==> config.mk <==
export PLATFORM = sky130hd
export DESIGN_NAME = reset_sequencer
export DESIGN_NICKNAME = d
export VERILOG_FILES = /design/src/rtl/reset_seq_pkg.sv /design/src/rtl/sync_2ff.sv /design/src/rtl/reset_sequencer.sv
export SDC_FILE = /design/constraint.sdc
export NUM_CORES = 1
export LEC_CHECK = 0
export BUFFER_PORTS_ARGS = -buffer_cell sky130_fd_sc_hd__buf_2
export CAP_MARGIN = 20
export CELL_PAD_IN_SITES_DETAIL_PLACEMENT = 0
export CELL_PAD_IN_SITES_GLOBAL_PLACEMENT = 2
export CORE_MARGIN = 2
export CORE_UTILIZATION = 37
export DETAILED_ROUTE_END_ITERATION = 10
export PLACE_DENSITY = 0.73
export SYNTH_ARGS = -nofsm -noshare
export SYNTH_HDL_FRONTEND = slang
export SYNTH_SLANG_ARGS = --single-unit
export TNS_END_PERCENT = 10
==> constraint.sdc <==
create_clock -name clk -period 2.05 [get_ports clk]
set_input_delay 0 -clock clk [delete_from_list [all_inputs] [get_ports clk]]
set_output_delay 0 -clock clk [all_outputs]
set_load 0.1 [all_outputs]
==> src/rtl/reset_seq_pkg.sv <==
// ---------------------------------------------------------------------------
// reset_seq_pkg
//   Shared types and width helpers for the reset sequencer.
//   - rseq_state_t : sequencer FSM states
//   - cnt_width()  : bits needed to hold a counter value 0..max_count
//   - idx_width()  : bits needed to index n items (never less than 1)
//   - DEF_*        : default parameter values used by the sequencer top
// ---------------------------------------------------------------------------
package reset_seq_pkg;

    typedef enum logic [1:0] {
        WAIT_LOCK = 2'd0,   // all stages held, filtering the lock signal
        RELEASE   = 2'd1,   // releasing stages one by one
        RUN       = 2'd2,   // all stages released
        HOLD      = 2'd3    // soft-reset hold, all stages held
    } rseq_state_t;

    localparam int DEF_NUM_STAGES  = 4;
    localparam int DEF_STAGE_DELAY = 16;
    localparam int DEF_LOCK_FILTER = 8;

    // Width of a counter that must be able to hold the value max_count.
    function automatic int cnt_width(input int max_count);
        return (max_count < 1) ? 1 : $clog2(max_count + 1);
    endfunction

    // Width of an index over n items; a single item still needs one bit.
    function automatic int idx_width(input int n);
        return (n > 1) ? $clog2(n) : 1;
    endfunction

endpackage

==> src/rtl/sync_2ff.sv <==
// ---------------------------------------------------------------------------
// sync_2ff
//   Two-flop level synchronizer for a single slow-changing asynchronous
//   signal. The output lags the input by two clk edges.
// Ports
//   clk            in  1  destination clock
//   async_reset_n  in  1  asynchronous active-low reset, clears both flops
//   d              in  1  asynchronous input level
//   q              out 1  synchronized level
// ---------------------------------------------------------------------------
module sync_2ff (
    input  logic clk,
    input  logic async_reset_n,
    input  logic d,
    output logic q
);

    logic meta_reg;
    logic sync_reg;

    always_ff @(posedge clk or negedge async_reset_n) begin
        if (!async_reset_n) begin
            meta_reg <= 1'b0;
            sync_reg <= 1'b0;
        end else begin
            meta_reg <= d;
            sync_reg <= meta_reg;
        end
    end

    assign q = sync_reg;

endmodule

==> src/rtl/reset_sequencer.sv <==
// ---------------------------------------------------------------------------
// reset_sequencer
//   Releases NUM_STAGES active-low resets in index order once the PLL lock
//   has been seen high for LOCK_FILTER consecutive synchronized cycles.
//   Stage k is released (k+1)*STAGE_DELAY cycles after lock filtering ends.
//   Losing lock or a soft-reset request re-asserts every stage at once and
//   re-runs the sequence (soft reset first holds for STAGE_DELAY cycles).
// Ports
//   clk             in  1           free-running sequencer clock
//   async_reset_n   in  1           asynchronous active-low reset
//   pll_locked      in  1           PLL lock, asynchronous to clk
//   soft_reset_req  in  1           single-cycle request to re-run sequence
//   stage_reset_n   out NUM_STAGES  per-stage active-low resets (registered)
//   seq_done        out 1           high while all stages are released
//   lock_lost       out 1           sticky lock-drop flag, cleared by soft reset
// ---------------------------------------------------------------------------
module reset_sequencer
    import reset_seq_pkg::*;
#(
    parameter int NUM_STAGES  = DEF_NUM_STAGES,
    parameter int STAGE_DELAY = DEF_STAGE_DELAY,
    parameter int LOCK_FILTER = DEF_LOCK_FILTER
) (
    input  logic                  clk,
    input  logic                  async_reset_n,
    input  logic                  pll_locked,
    input  logic                  soft_reset_req,
    output logic [NUM_STAGES-1:0] stage_reset_n,
    output logic                  seq_done,
    output logic                  lock_lost
);

    localparam int DLY_W  = cnt_width(STAGE_DELAY);
    localparam int FILT_W = cnt_width(LOCK_FILTER);
    localparam int IDX_W  = idx_width(NUM_STAGES);

    localparam logic [DLY_W-1:0]  DLY_LAST  = DLY_W'(STAGE_DELAY - 1);
    localparam logic [FILT_W-1:0] FILT_LAST = FILT_W'(LOCK_FILTER - 1);
    localparam logic [FILT_W-1:0] FILT_FULL = FILT_W'(LOCK_FILTER);
    localparam logic [IDX_W-1:0]  IDX_LAST  = IDX_W'(NUM_STAGES - 1);

    // -----------------------------------------------------------------------
    // Lock synchronizer
    // -----------------------------------------------------------------------
    logic lock_s;

    sync_2ff u_lock_sync (
        .clk           (clk),
        .async_reset_n (async_reset_n),
        .d             (pll_locked),
        .q             (lock_s)
    );

    // -----------------------------------------------------------------------
    // State and registers
    // -----------------------------------------------------------------------
    rseq_state_t           state_reg,     state_next;
    logic [FILT_W-1:0]     filt_cnt_reg,  filt_cnt_next;
    logic [DLY_W-1:0]      dly_cnt_reg,   dly_cnt_next;
    logic [IDX_W-1:0]      stage_idx_reg, stage_idx_next;
    logic [NUM_STAGES-1:0] stage_rst_reg, stage_rst_next;
    logic                  seq_done_reg,  seq_done_next;
    logic                  lock_lost_reg, lock_lost_next;

    // One-hot mask of the stage currently waiting for release. OR-ing this
    // into the output register is the only way a bit can rise, so bits can
    // only ever come up in index order.
    logic [NUM_STAGES-1:0] release_mask;

    genvar gi;
    generate
        for (gi = 0; gi < NUM_STAGES; gi++) begin : g_release_mask
            assign release_mask[gi] = (stage_idx_reg == IDX_W'(gi));
        end
    endgenerate

    // -----------------------------------------------------------------------
    // Next-state / next-output logic
    // -----------------------------------------------------------------------
    always_comb begin
        state_next     = state_reg;
        filt_cnt_next  = filt_cnt_reg;
        dly_cnt_next   = dly_cnt_reg;
        stage_idx_next = stage_idx_reg;
        stage_rst_next = stage_rst_reg;
        seq_done_next  = seq_done_reg;
        lock_lost_next = lock_lost_reg;

        unique case (state_reg)
            WAIT_LOCK: begin
                if (soft_reset_req) begin
                    // Restart filtering from scratch and acknowledge any
                    // previous lock loss.
                    filt_cnt_next  = '0;
                    lock_lost_next = 1'b0;
                end else if (!lock_s) begin
                    filt_cnt_next = '0;
                end else if (filt_cnt_reg == FILT_LAST) begin
                    // This edge makes LOCK_FILTER consecutive high samples.
                    filt_cnt_next  = FILT_FULL;
                    state_next     = RELEASE;
                    dly_cnt_next   = '0;
                    stage_idx_next = '0;
                end else begin
                    filt_cnt_next = filt_cnt_reg + 1'b1;
                end
            end

            RELEASE, RUN: begin
                if (soft_reset_req) begin
                    // Soft reset wins over a simultaneous lock drop, but the
                    // drop must still be recorded.
                    state_next     = HOLD;
                    dly_cnt_next   = '0;
                    stage_rst_next = '0;
                    seq_done_next  = 1'b0;
                    lock_lost_next = !lock_s;
                end else if (!lock_s) begin
                    state_next     = WAIT_LOCK;
                    filt_cnt_next  = '0;
                    stage_rst_next = '0;
                    seq_done_next  = 1'b0;
                    lock_lost_next = 1'b1;
                end else if (state_reg == RELEASE) begin
                    if (dly_cnt_reg == DLY_LAST) begin
                        dly_cnt_next   = '0;
                        stage_rst_next = stage_rst_reg | release_mask;
                        if (stage_idx_reg == IDX_LAST) begin
                            state_next    = RUN;
                            seq_done_next = 1'b1;
                        end else begin
                            stage_idx_next = stage_idx_reg + 1'b1;
                        end
                    end else begin
                        dly_cnt_next = dly_cnt_reg + 1'b1;
                    end
                end
            end

            HOLD: begin
                if (soft_reset_req) begin
                    dly_cnt_next = '0;
                end else if (dly_cnt_reg == DLY_LAST) begin
                    state_next    = WAIT_LOCK;
                    dly_cnt_next  = '0;
                    filt_cnt_next = '0;
                end else begin
                    dly_cnt_next = dly_cnt_reg + 1'b1;
                end
            end

            default: begin
                state_next     = WAIT_LOCK;
                filt_cnt_next  = '0;
                dly_cnt_next   = '0;
                stage_idx_next = '0;
                stage_rst_next = '0;
                seq_done_next  = 1'b0;
            end
        endcase
    end

    // -----------------------------------------------------------------------
    // FSM, counters and output registers. The reset branch is asynchronous so
    // the stage resets assert even while clk is stopped.
    // -----------------------------------------------------------------------
    always_ff @(posedge clk or negedge async_reset_n) begin
        if (!async_reset_n) begin
            state_reg     <= WAIT_LOCK;
            filt_cnt_reg  <= '0;
            dly_cnt_reg   <= '0;
            stage_idx_reg <= '0;
            stage_rst_reg <= '0;
            seq_done_reg  <= 1'b0;
            lock_lost_reg <= 1'b0;
        end else begin
            state_reg     <= state_next;
            filt_cnt_reg  <= filt_cnt_next;
            dly_cnt_reg   <= dly_cnt_next;
            stage_idx_reg <= stage_idx_next;
            stage_rst_reg <= stage_rst_next;
            seq_done_reg  <= seq_done_next;
            lock_lost_reg <= lock_lost_next;
        end
    end

    assign stage_reset_n = stage_rst_reg;
    assign seq_done      = seq_done_reg;
    assign lock_lost     = lock_lost_reg;

endmodule

==> impl_metrics.yaml <==
synthesis:
  syn_area_per_cell_sq_um: 10.1
  synth_fp_nets: 136
  synth-seq-cells: 21
  synthCells: 121
  async_flop_share: 1.00
  yosysWarnings: 0
  synth_area_leader_cell: "dfrtp_1"
  yosysSeqAreaShare: 0.432
  syn_area_sq_um: 1220
  synth_ff_type: "dfrtp_1"
  synth_edf_count: 0
  synth_cell_types: 36
  ys_top_cells_by_area: "dfrtp_1 43%, ha_1 11%, mux2i_1 4.1%, a21oi_1 3.7%, nand2_1 3.7%"
  yosys.area.top_type_share: 0.432
finish:
  stdcell_count: 178
  multi_input_area_sq_um: 648
  final_cell_area_sq_um: 1350
  drive_above_1_share: 0.134
  synthToLayoutAreaGrowth_pct: 11.0
  regArea_sq_um: 526
  final_common_cell: "dfrtp_1"
  layout.nets: 150
  fillers: 314
  layout_common_cells: "21 x dfrtp_1, 12 x nor2_1, 12 x nand2_1"
  num_antenna_cells: 0
  largest_register_ffs: 5
grt:
  overflow: 0
  grt_pass1_wl_microns: 4030
  grt_pass1_vias: 882
  grt_util_met3: 0.0210
  grt_max_degree: 22
  antenna_found_initial: 0
  busiest_layer: "met2"
  gr-usage-met1: 0.187
  grtUsageMet2: 0.237
  grt_usage: 0.144
timing:
  layout_worst_path_cycle_share: 0.894
  rsz0062_at_grt: "false"
  fin_skew_ns: 0.00616
  clock.fmax_mhz: 546
  period_needed_ns: 1.83
  final_hold_viol_count: 0
  relSlewSlack: 0.674
  slew_viol_final: 0
  fin_tns_setup_ns: 0
  setup_violations: 0
  worst_pin_slew_ns: 0.489
setup_path:
  path_cells: "inv_1 -> ha_1 -> a21oi_1 -> a2bb2oi_2 -> o21ai_0 -> o2bb2ai_1"
  crit_path_start_kind: "flop"
  path_class: "reg -> reg"
  path_buf_inv: 1
  endpoint_kind: "flop"
  cp_top_family: "compound AO/OA/AOI/OAI gates"
  slowest_delay_ns: 0.44
  worstPathRequired_ns: 2.26
  worst-path-max-fanout: 12
  cp_data_arrival_time_ns: 2.04
  slowest_stage: "ha_1"
flow_run:
  maxCapViolations: 0
cts:
  cts_root_buf: "clkbuf_4"
  clk_pin_slew_worst_paths_ns: 0.12
  numCtsBuffers: 3
  cts_tree: "yes"
  cts_sinks: 21
  h-tree-depth: 1
  cts_buffer_depth: 2
  clock_latency_ns: 0.31
outcome:
  status: "completed"
detailed_routing:
  drt-total-wl_microns: 2330
  ant_nets: 0
  wire_per_inst_microns: 13.1
  drtIter0Drc: 14
  drc_errors: 0
  first_pass_iters: 4
  avgViaCountPerCell: 5.19
  vias: 923
floorplan:
  row_count: 20
  die_area_sq_um: 3760
  die_x_microns: 61.3
  fp.dieH_microns: 61.3
  coreArea_sq_um: 3080
  io_pins: 10
  initial_utilization: 0.395
placement:
  dp_hpwl_microns: 1770
  placed_area_sq_um: 1300
  dp.cells: 172
  gp_congestion: 0.743
  io_buffers: 9
hold_path:
  min_path_type: "in -> reg"
pwr:
  power.leakage_nw: 0.697
  vdd_drop_max_v: 0.000658
  p_per_area_nw_per_um2: 1220
-- area by class of cell --
cell class / instances / share of cell area
inverters: 8 / 0.0222
clock buffers: 4 / 0.0195
well taps: 44 / 0.0408
multi-input cells: 90 / 0.480
flip-flops and latches: 21 / 0.389
repair buffers: 11 / 0.0482
-- kinds of logic after synthesis --
| group | synth area share |
|---|---|
| multiplexers | 0.0412 |
| flip-flops | 0.432 |
| AND/OR/NAND/NOR | 0.193 |
| buffers and inverters | 0.0350 |
| adder cells (fa/ha/maj) | 0.113 |
| AO/OA/AOI/OAI | 0.185 |
-- routing by layer --
layer | vias to the layer above | routed length, microns
met3 | 5 | 64
met4 | 0 | 40
li1 | 456 | -
met5 | - | 0
met1 | 447 | 1140
met2 | 15 | 1080
-- timing repair --
item,CTS,global route
gates resized for setup,0,0
buffers inserted,0,0
hold buffers,2,0
endpoints found under the hold margin,22,0
-- path summary, 6_finish.rpt --
path	start	end	slack (ns)	depth (start not counted)
setup / recovery	state_reg[0]	filt_cnt_reg[2]	0.22	6
hold / removal	soft_reset_req	lock_lost	0.07	3
setup reg to reg	state_reg[0]	filt_cnt_reg[2]	0.22	6
hold reg to reg	u_lock_sync.meta_reg	u_lock_sync.q	0.36	0
max in group asynchronous	async_reset_n	stage_reset_n[2]	1.55	2
min in group asynchronous	async_reset_n	dly_cnt_reg[4]	0.16	2
-- worst min-delay path: cells and delay by family --
kind / cells / cell delay [ns]
simple gates: 1 / 0.06
buf+inv: 1 / 0.19
compound gates: 1 / 0.11
-- synthesized netlist by cell type, types with 2 or more instances --
cell type and n:
dfrtp_1 21, nand2_1 12, nor2_1 12, ha_1 11, a21oi_1 9, inv_1 8
mux2i_1 5, nand3_1 5, o21ai_0 5, a31oi_1 2, nand2b_1 2, nor2b_1 2
o211ai_1 2, o22ai_1 2, o2bb2ai_1 2
-- metrics by stage --
stage	hold WS, ns	setup WS, ns	total power, mW	utilization
floorplan	-0.296	0.411	1.29	-
global route	0.0876	0.0170	1.79	0.439
global placement	-0.0139	0.283	1.46	0.424
CTS	0.0691	0.201	1.67	0.439
finish	0.0718	0.218	1.65	0.439
detailed placement	-0.00613	0.244	1.46	0.424
-- power by group --
group	leakage, nW	internal (mW)	total (mW)	switching (mW)
sequential	0.278	0.490	0.561	0.0707
clock	0.0150	0.0760	0.210	0.134
combinational	0.404	0.349	0.882	0.533
total	0.697	0.915	1.65	0.738
Note: power is estimated with default switching activity, not from simulation.
